### config.mk
export PLATFORM = sky130hd
export DESIGN_NAME = hazard_scoreboard_ctrl_flat
export DESIGN_NICKNAME = d
export VERILOG_FILES = /design/src/rtl/hazard_scoreboard_ctrl_if.sv /design/src/rtl/hazard_scoreboard_ctrl.sv /design/src/flat_wrapper.sv
export SDC_FILE = /design/constraint.sdc
export NUM_CORES = 1
export LEC_CHECK = 0
export CAP_MARGIN = 30
export CORE_MARGIN = 2
export CORE_UTILIZATION = 25
export CTS_BUF_LIST = sky130_fd_sc_hd__clkbuf_16
export DETAILED_ROUTE_END_ITERATION = 12
export PLACE_DENSITY_LB_ADDON = 0.05
export SETUP_SLACK_MARGIN = 0.1
export SLEW_MARGIN = 20
export SYNTH_ARGS = -nofsm -noshare
export SYNTH_HDL_FRONTEND = slang
export SYNTH_SLANG_ARGS = --single-unit
### constraint.sdc
create_clock -name clk -period 7.1 [get_ports clk]
set_clock_uncertainty 0.15 [all_clocks]
set_input_delay 1.42 -clock clk [delete_from_list [all_inputs] [get_ports clk]]
set_output_delay 1.42 -clock clk [all_outputs]
set_load 0.01 [all_outputs]
### src/rtl/hazard_scoreboard_ctrl_if.sv
// Issue-control bundle between the decode stage and the hazard scoreboard.
// master drives decode/writeback/squash/branch info; slave returns stall/flush/status.
interface hazard_scoreboard_ctrl_if;
  logic        id_valid;
  logic [3:0]  src1;
  logic [3:0]  src2;
  logic        Two_src;
  logic        id_wb_en;
  logic [3:0]  id_dest;
  logic        wb_en;
  logic [3:0]  wb_dest;
  logic        sq_en;
  logic [3:0]  sq_dest;
  logic        exe_branch_taken;
  logic        hazard;
  logic        flush;
  logic        issue;
  logic [15:0] busy_map;
  logic        sb_err;
`ifdef HAZARD_STATS_EN
  logic [15:0] stall_cnt;
`endif

  modport master (
    output id_valid, src1, src2, Two_src,
    output id_wb_en, id_dest,
    output wb_en, wb_dest, sq_en, sq_dest,
    output exe_branch_taken,
`ifdef HAZARD_STATS_EN
    input  stall_cnt,
`endif
    input  hazard, flush, issue,
    input  busy_map, sb_err
  );

  modport slave (
    input  id_valid, src1, src2, Two_src,
    input  id_wb_en, id_dest,
    input  wb_en, wb_dest, sq_en, sq_dest,
    input  exe_branch_taken,
`ifdef HAZARD_STATS_EN
    output stall_cnt,
`endif
    output hazard, flush, issue,
    output busy_map, sb_err
  );
endinterface

### src/rtl/hazard_scoreboard_ctrl.sv
// Decode-stage issue controller: per-register pending-write scoreboard
// plus branch-flush FSM.
// Ports: clk, rst (async active-low), sb (slave modport): decode
// src/dest, writeback, squash, branch in; hazard/issue (comb),
// flush/busy_map/sb_err (registered) out.
// Optional: HAZARD_STATS_EN adds sb.stall_cnt, saturating count of
// hazard cycles.
module hazard_scoreboard_ctrl #(
  parameter int CNT_W        = 2,
  parameter int FLUSH_CYCLES = 2
) (
  input  logic clk,
  input  logic rst,
  hazard_scoreboard_ctrl_if.slave sb
);

  localparam int SW = CNT_W + 2;
  localparam logic [CNT_W-1:0] MAXC = '1;
  localparam logic [2:0] FL_LOAD = 3'(FLUSH_CYCLES - 1);

  typedef enum logic {IDLE, FLUSH} st_t;

  st_t              st_q, st_d;
  logic [2:0]       fc_q, fc_d;
  logic [CNT_W-1:0] cnt_q [16];
  logic [CNT_W-1:0] cnt_d [16];
  logic [SW-1:0]    sum   [16];
  logic [15:0]      busy_q, busy_d;
  logic             err_q, err_d;
  logic             flush;
  logic             raw, full;
  logic             hazard, issue;
  logic             inc, dw, ds;

  assign raw = busy_q[sb.src1]
             | (sb.Two_src & busy_q[sb.src2]);
  assign full = sb.id_wb_en
              & (cnt_q[sb.id_dest] == MAXC);
  assign hazard = sb.id_valid & (raw | full) & ~flush;
  assign issue = sb.id_valid & ~hazard & ~flush;

  // Net change per register is in -2..+1; sum is wide
  // enough to hold it in two's complement so that the
  // MSB flags underflow and the next bit flags overflow.
  always_comb begin
    err_d  = err_q;
    busy_d = '0;
    inc    = 1'b0;
    dw     = 1'b0;
    ds     = 1'b0;
    for (int r = 0; r < 16; r++) begin
      inc = issue & sb.id_wb_en & (sb.id_dest == 4'(r));
      dw  = sb.wb_en & (sb.wb_dest == 4'(r));
      ds  = sb.sq_en & (sb.sq_dest == 4'(r));
      sum[r] = {2'b00, cnt_q[r]} + SW'(inc)
             - SW'(dw) - SW'(ds);
      if (sum[r][SW-1]) begin
        cnt_d[r] = '0;
        err_d    = 1'b1;
      end else if (sum[r][SW-2]) begin
        cnt_d[r] = MAXC;
        err_d    = 1'b1;
      end else begin
        cnt_d[r] = sum[r][CNT_W-1:0];
      end
      busy_d[r] = |cnt_d[r];
    end
  end

  always_ff @(posedge clk or negedge rst) begin
    if (!rst) begin
      for (int r = 0; r < 16; r++) cnt_q[r] <= '0;
      busy_q <= '0;
      err_q  <= 1'b0;
    end else begin
      for (int r = 0; r < 16; r++) cnt_q[r] <= cnt_d[r];
      busy_q <= busy_d;
      err_q  <= err_d;
    end
  end

  always_ff @(posedge clk or negedge rst) begin
    if (!rst) begin
      st_q <= IDLE;
      fc_q <= '0;
    end else begin
      st_q <= st_d;
      fc_q <= fc_d;
    end
  end

  // A taken branch seen while flushing is itself
  // wrong-path, so FLUSH ignores exe_branch_taken.
  always_comb begin
    st_d = st_q;
    fc_d = fc_q;
    unique case (st_q)
      IDLE: begin
        if (sb.exe_branch_taken) begin
          st_d = FLUSH;
          fc_d = FL_LOAD;
        end
      end
      FLUSH: begin
        if (fc_q == 3'd0) st_d = IDLE;
        else              fc_d = fc_q - 3'd1;
      end
      default: begin
        st_d = IDLE;
        fc_d = '0;
      end
    endcase
  end

  always_comb begin
    flush = (st_q == FLUSH);
  end

`ifdef HAZARD_STATS_EN
  logic [15:0] stall_q;

  always_ff @(posedge clk or negedge rst) begin
    if (!rst)
      stall_q <= '0;
    else if (hazard && stall_q != 16'hFFFF)
      stall_q <= stall_q + 16'd1;
  end

  assign sb.stall_cnt = stall_q;
`endif

  assign sb.hazard   = hazard;
  assign sb.issue    = issue;
  assign sb.flush    = flush;
  assign sb.busy_map = busy_q;
  assign sb.sb_err   = err_q;

endmodule

### src/flat_wrapper.sv
// flat-port wrapper written by rule: the top's interface ports become plain ports
module hazard_scoreboard_ctrl_flat 
#(
  parameter int CNT_W        = 2,
  parameter int FLUSH_CYCLES = 2
)
  (clk, rst, sb_id_valid, sb_src1, sb_src2, sb_Two_src, sb_id_wb_en, sb_id_dest, sb_wb_en, sb_wb_dest, sb_sq_en, sb_sq_dest, sb_exe_branch_taken, sb_hazard, sb_flush, sb_issue, sb_busy_map, sb_sb_err);
  hazard_scoreboard_ctrl_if sb_i ();
  input  logic clk;
  input  logic rst;
  input wire logic [$bits(sb_i.id_valid)-1:0] sb_id_valid;
  input wire logic [$bits(sb_i.src1)-1:0] sb_src1;
  input wire logic [$bits(sb_i.src2)-1:0] sb_src2;
  input wire logic [$bits(sb_i.Two_src)-1:0] sb_Two_src;
  input wire logic [$bits(sb_i.id_wb_en)-1:0] sb_id_wb_en;
  input wire logic [$bits(sb_i.id_dest)-1:0] sb_id_dest;
  input wire logic [$bits(sb_i.wb_en)-1:0] sb_wb_en;
  input wire logic [$bits(sb_i.wb_dest)-1:0] sb_wb_dest;
  input wire logic [$bits(sb_i.sq_en)-1:0] sb_sq_en;
  input wire logic [$bits(sb_i.sq_dest)-1:0] sb_sq_dest;
  input wire logic [$bits(sb_i.exe_branch_taken)-1:0] sb_exe_branch_taken;
  output wire logic [$bits(sb_i.hazard)-1:0] sb_hazard;
  output wire logic [$bits(sb_i.flush)-1:0] sb_flush;
  output wire logic [$bits(sb_i.issue)-1:0] sb_issue;
  output wire logic [$bits(sb_i.busy_map)-1:0] sb_busy_map;
  output wire logic [$bits(sb_i.sb_err)-1:0] sb_sb_err;
  assign sb_i.id_valid = sb_id_valid;
  assign sb_i.src1 = sb_src1;
  assign sb_i.src2 = sb_src2;
  assign sb_i.Two_src = sb_Two_src;
  assign sb_i.id_wb_en = sb_id_wb_en;
  assign sb_i.id_dest = sb_id_dest;
  assign sb_i.wb_en = sb_wb_en;
  assign sb_i.wb_dest = sb_wb_dest;
  assign sb_i.sq_en = sb_sq_en;
  assign sb_i.sq_dest = sb_sq_dest;
  assign sb_i.exe_branch_taken = sb_exe_branch_taken;
  assign sb_hazard = sb_i.hazard;
  assign sb_flush = sb_i.flush;
  assign sb_issue = sb_i.issue;
  assign sb_busy_map = sb_i.busy_map;
  assign sb_sb_err = sb_i.sb_err;
  hazard_scoreboard_ctrl #(.CNT_W(CNT_W), .FLUSH_CYCLES(FLUSH_CYCLES)) u_core (.clk(clk), .rst(rst), .sb(sb_i));
endmodule
==> results.sh <==
export IMPL_p_seq_share_pct=35.5
export IMPL_cp_max_fo=18
export IMPL_syn_nets=579
export IMPL_fin_cells=750
export IMPL_vias=3447
export IMPL_fin_crit_sh_pct=87.12
export IMPL_initial_core_util_pct=25.58
export IMPL_end_kind="flip-flop"
export IMPL_io_pins=48
export IMPL_grt_pass1_vias=3637
export IMPL_drc=10
export IMPL_htree_levels=2
export IMPL_violations="design-rule violations"
export IMPL_die_w_um=140.0
export IMPL_port_buffers=47
export IMPL_clk_pin_slew_ps=70
export IMPL_pwr_share_comb_pct=45.3
export IMPL_maxSlewHeadroom_pct=50.73
export IMPL_synth_seq_cells=53
export IMPL_drt_first_pass_iters=10
export IMPL_clk_latency_ps=310
export IMPL_ant_nets=0
export IMPL_placed_cells=742
export IMPL_cts_resized=0
export IMPL_drv_slew=0
export IMPL_swShare_pct=38.15
export IMPL_layout_commonest_cell="inv_1"
export IMPL_core_mm2=0.01809
export IMPL_post_drt_wl_per_cell_um=18.58
export IMPL_wl_um=13930
export IMPL_syn2layout_area_growth_pct=19.58
export IMPL_drv_cap=0
export IMPL_root_buffer="clkbuf_16"
export IMPL_finalSetupViolations=0
export IMPL_use_met1_pct=20.16
export IMPL_die_h_um=140.0
export IMPL_path_class="in2reg"
export IMPL_worstHoldStart="u_core.fc_q[1]"
export IMPL_hold_violations=0
export IMPL_crit_required_ps=7120
export IMPL_rsz0062_at_grt="false"
export IMPL_overflow=0
export IMPL_die_area_mm2=0.01961
export IMPL_drtIter0Drc=148
export IMPL_worstReg2RegStart="u_core.sb.busy_map[11]"
export IMPL_power_density_mw_per_mm2=270.4
export IMPL_synth_cells=469
export IMPL_layout_common_cells="68 x inv_1, 53 x dfrtp_1, 50 x ha_1"
export IMPL_grtUsageMet2_pct=23.83
export IMPL_cts_sinks=53
export IMPL_vias_per_cell=4.596
export IMPL_ys_types=42
export IMPL_grt_max_degree=54
export IMPL_place_area_mm2=0.005365
export IMPL_antenna_found_initial=2
export IMPL_seq_area_frac_synth_pct=28.66
export IMPL_fin_crit_ps=6186
export IMPL_grt_busiest_layer="met2"
export IMPL_cts_hold_buf=0
export IMPL_startpoint="sb_src1[0]"
export IMPL_ir_worst_vdd_mv=0.08808
export IMPL_power_frac_clock_pct=19.2
export IMPL_cts_tree="yes"
export IMPL_hp_class="reg2reg"
export IMPL_max_freq_mhz=161.7
export IMPL_postCtsSetupBuffers=0
export IMPL_clk_path_buf_depth=2
export IMPL_drive_gt1_share_pct=8.253
export IMPL_tightest_slew_ps=739.1
export IMPL_dp_hpwl_um=11660
export IMPL_detailedPlace_worstSlack_ps=576.3
export IMPL_rows=49
export IMPL_netlist_area_mm2=0.004627
export IMPL_setup_ws_ps=914.4
export IMPL_p_leak_nw=2.443
export IMPL_arrival_ps=6210
export IMPL_grt_use_total_pct=14.79
export IMPL_antenna_cells=0
export IMPL_switching_power_w=0.0005707
export IMPL_ys_warn_count=0
export IMPL_place_gp_congestion=0.8118
export IMPL_avgSynthCellArea_um2=9.866
export IMPL_outcome="finished with violations"
export IMPL_tns_ps=0
export IMPL_nNetsFinal=630
export IMPL_use_met3_pct=3.145
export IMPL_cts_made_buffers=5
export IMPL_internal_power_w=0.0009251
export IMPL_final_area_mm2=0.005533
export IMPL_startpoint_type="input port"
export IMPL_grt_first_pass_wirelength_um=21570
## cell type report
type	instances	area (um^2)
clock inverter	3	42.54
multi-input combinational	341	3002
sequential	53	1326
timing repair buffer	52	499.2
inverter	67	251.5
clock buffer	5	125.1
fill	1870	12550
tap	229	286.5
## critical path, stage by stage
cell and delay (ps):
clkdlybuf4s50_1 610, mux4_1 600, mux2_2 280, mux2i_1 190, nand3_2 360, nor4b_1 450
ha_1 170, inv_1 50, fa_1 420, ha_1 260, or3_1 380, a2111oi_0 390
buf_1 200, nor4bb_1 310, nand3_1 110
## per-layer routing
layer  part of all wire, %  vias up  wire, um
met5                 0.086        -        12
met4                   2.0        2       277
met3                   4.7       17       655
met2                    46       82      6410
met1                    47     1663      6577
li1                      -     1683         -
## power groups by stage
| stage | Combinational, W | Clock, W | Sequential, W |
|---|---|---|---|
| finish | 0.000677 | 0.000288 | 0.000531 |
| floorplan | 0.000410 | 0 | 0.000503 |
| global placement | 0.000681 | 0 | 0.000547 |
| CTS | 0.000689 | 0.000298 | 0.000539 |
| global route | 0.000766 | 0.000310 | 0.000551 |
| detailed placement | 0.000687 | 0 | 0.000545 |
## logic make-up after synthesis
logic type      after synthesis  share of synthesized area (%)
compound gates               59                          7.599
mux                          30                          9.600
simple gates                166                          19.55
buf+inv                      75                          6.463
flops                        53                          28.66
fa+ha+maj                    82                          27.37
xor+xnor                      4                         0.7573
## per-stage QoR
| step | hold WS [ps] | total power (W) | utilization (%) |
|---|---|---|---|
| floorplan | 375.1 | 0.0009134 | - |
| global placement | 395.8 | 0.001228 | 29.64 |
| detailed placement | 404.0 | 0.001233 | 29.66 |
| finish | 416.3 | 0.001496 | 30.59 |
| global route | 458.8 | 0.001626 | 30.59 |
| CTS | 419.7 | 0.001526 | 30.59 |
## state kept, by name, indices dropped and copies added, names as in the netlist
signal / cells
u_core.sb.busy_map: 16
u_core.sb.flush: 1
u_core.sb.sb_err: 1
u_core.fc_q: 3
u_core.cnt_q: 32
## final timing paths
kind / to / slack (ps) / cells after the start
setup reg to reg: u_core.sb.sb_err / 2310 / 14
max in group asynchronous: u_core.cnt_q[21] / 5200 / 2
setup / recovery: u_core.sb.sb_err / 910 / 15
hold / removal: u_core.fc_q[1] / 420 / 2
hold reg to reg: u_core.fc_q[1] / 420 / 2
min in group asynchronous: u_core.sb.busy_map[8] / 1110 / 2
## Yosys cell counts (all sizes together)
master / n / area share, %
mux2i: 17 / 3.7
o2111ai: 2 / 0.38
xor2: 3 / 0.57
or3b: 2 / 0.38
nor3: 22 / 2.4
nor3b: 3 / 0.49
a211oi: 1 / 0.16
or2: 17 / 2.3
o21ai: 2 / 0.22
mux2: 3 / 0.73
nor4b: 8 / 1.5
a31oi: 12 / 1.6
nand4b: 1 / 0.19
o21ba: 1 / 0.22
fa: 32 / 14
nor2: 43 / 3.5
xnor2: 1 / 0.19
nand3: 9 / 1.1
clkbuf: 3 / 0.24
nor4: 4 / 0.54
inv: 67 / 5.4
a21oi: 33 / 3.7
mux4: 10 / 5.2
nor4bb: 2 / 0.43
a221oi: 1 / 0.19
a2111oi: 1 / 0.19
buf: 5 / 0.78
o31ai: 2 / 0.32
dfrtp: 53 / 29
nor2b: 13 / 1.8
or3: 3 / 0.41
ha: 50 / 14
nand3b: 5 / 0.81
nand2: 15 / 1.2
nand2b: 16 / 2.2
and2: 3 / 0.41
a22oi: 4 / 0.65
Note: power is estimated with default switching activity, not from simulation.
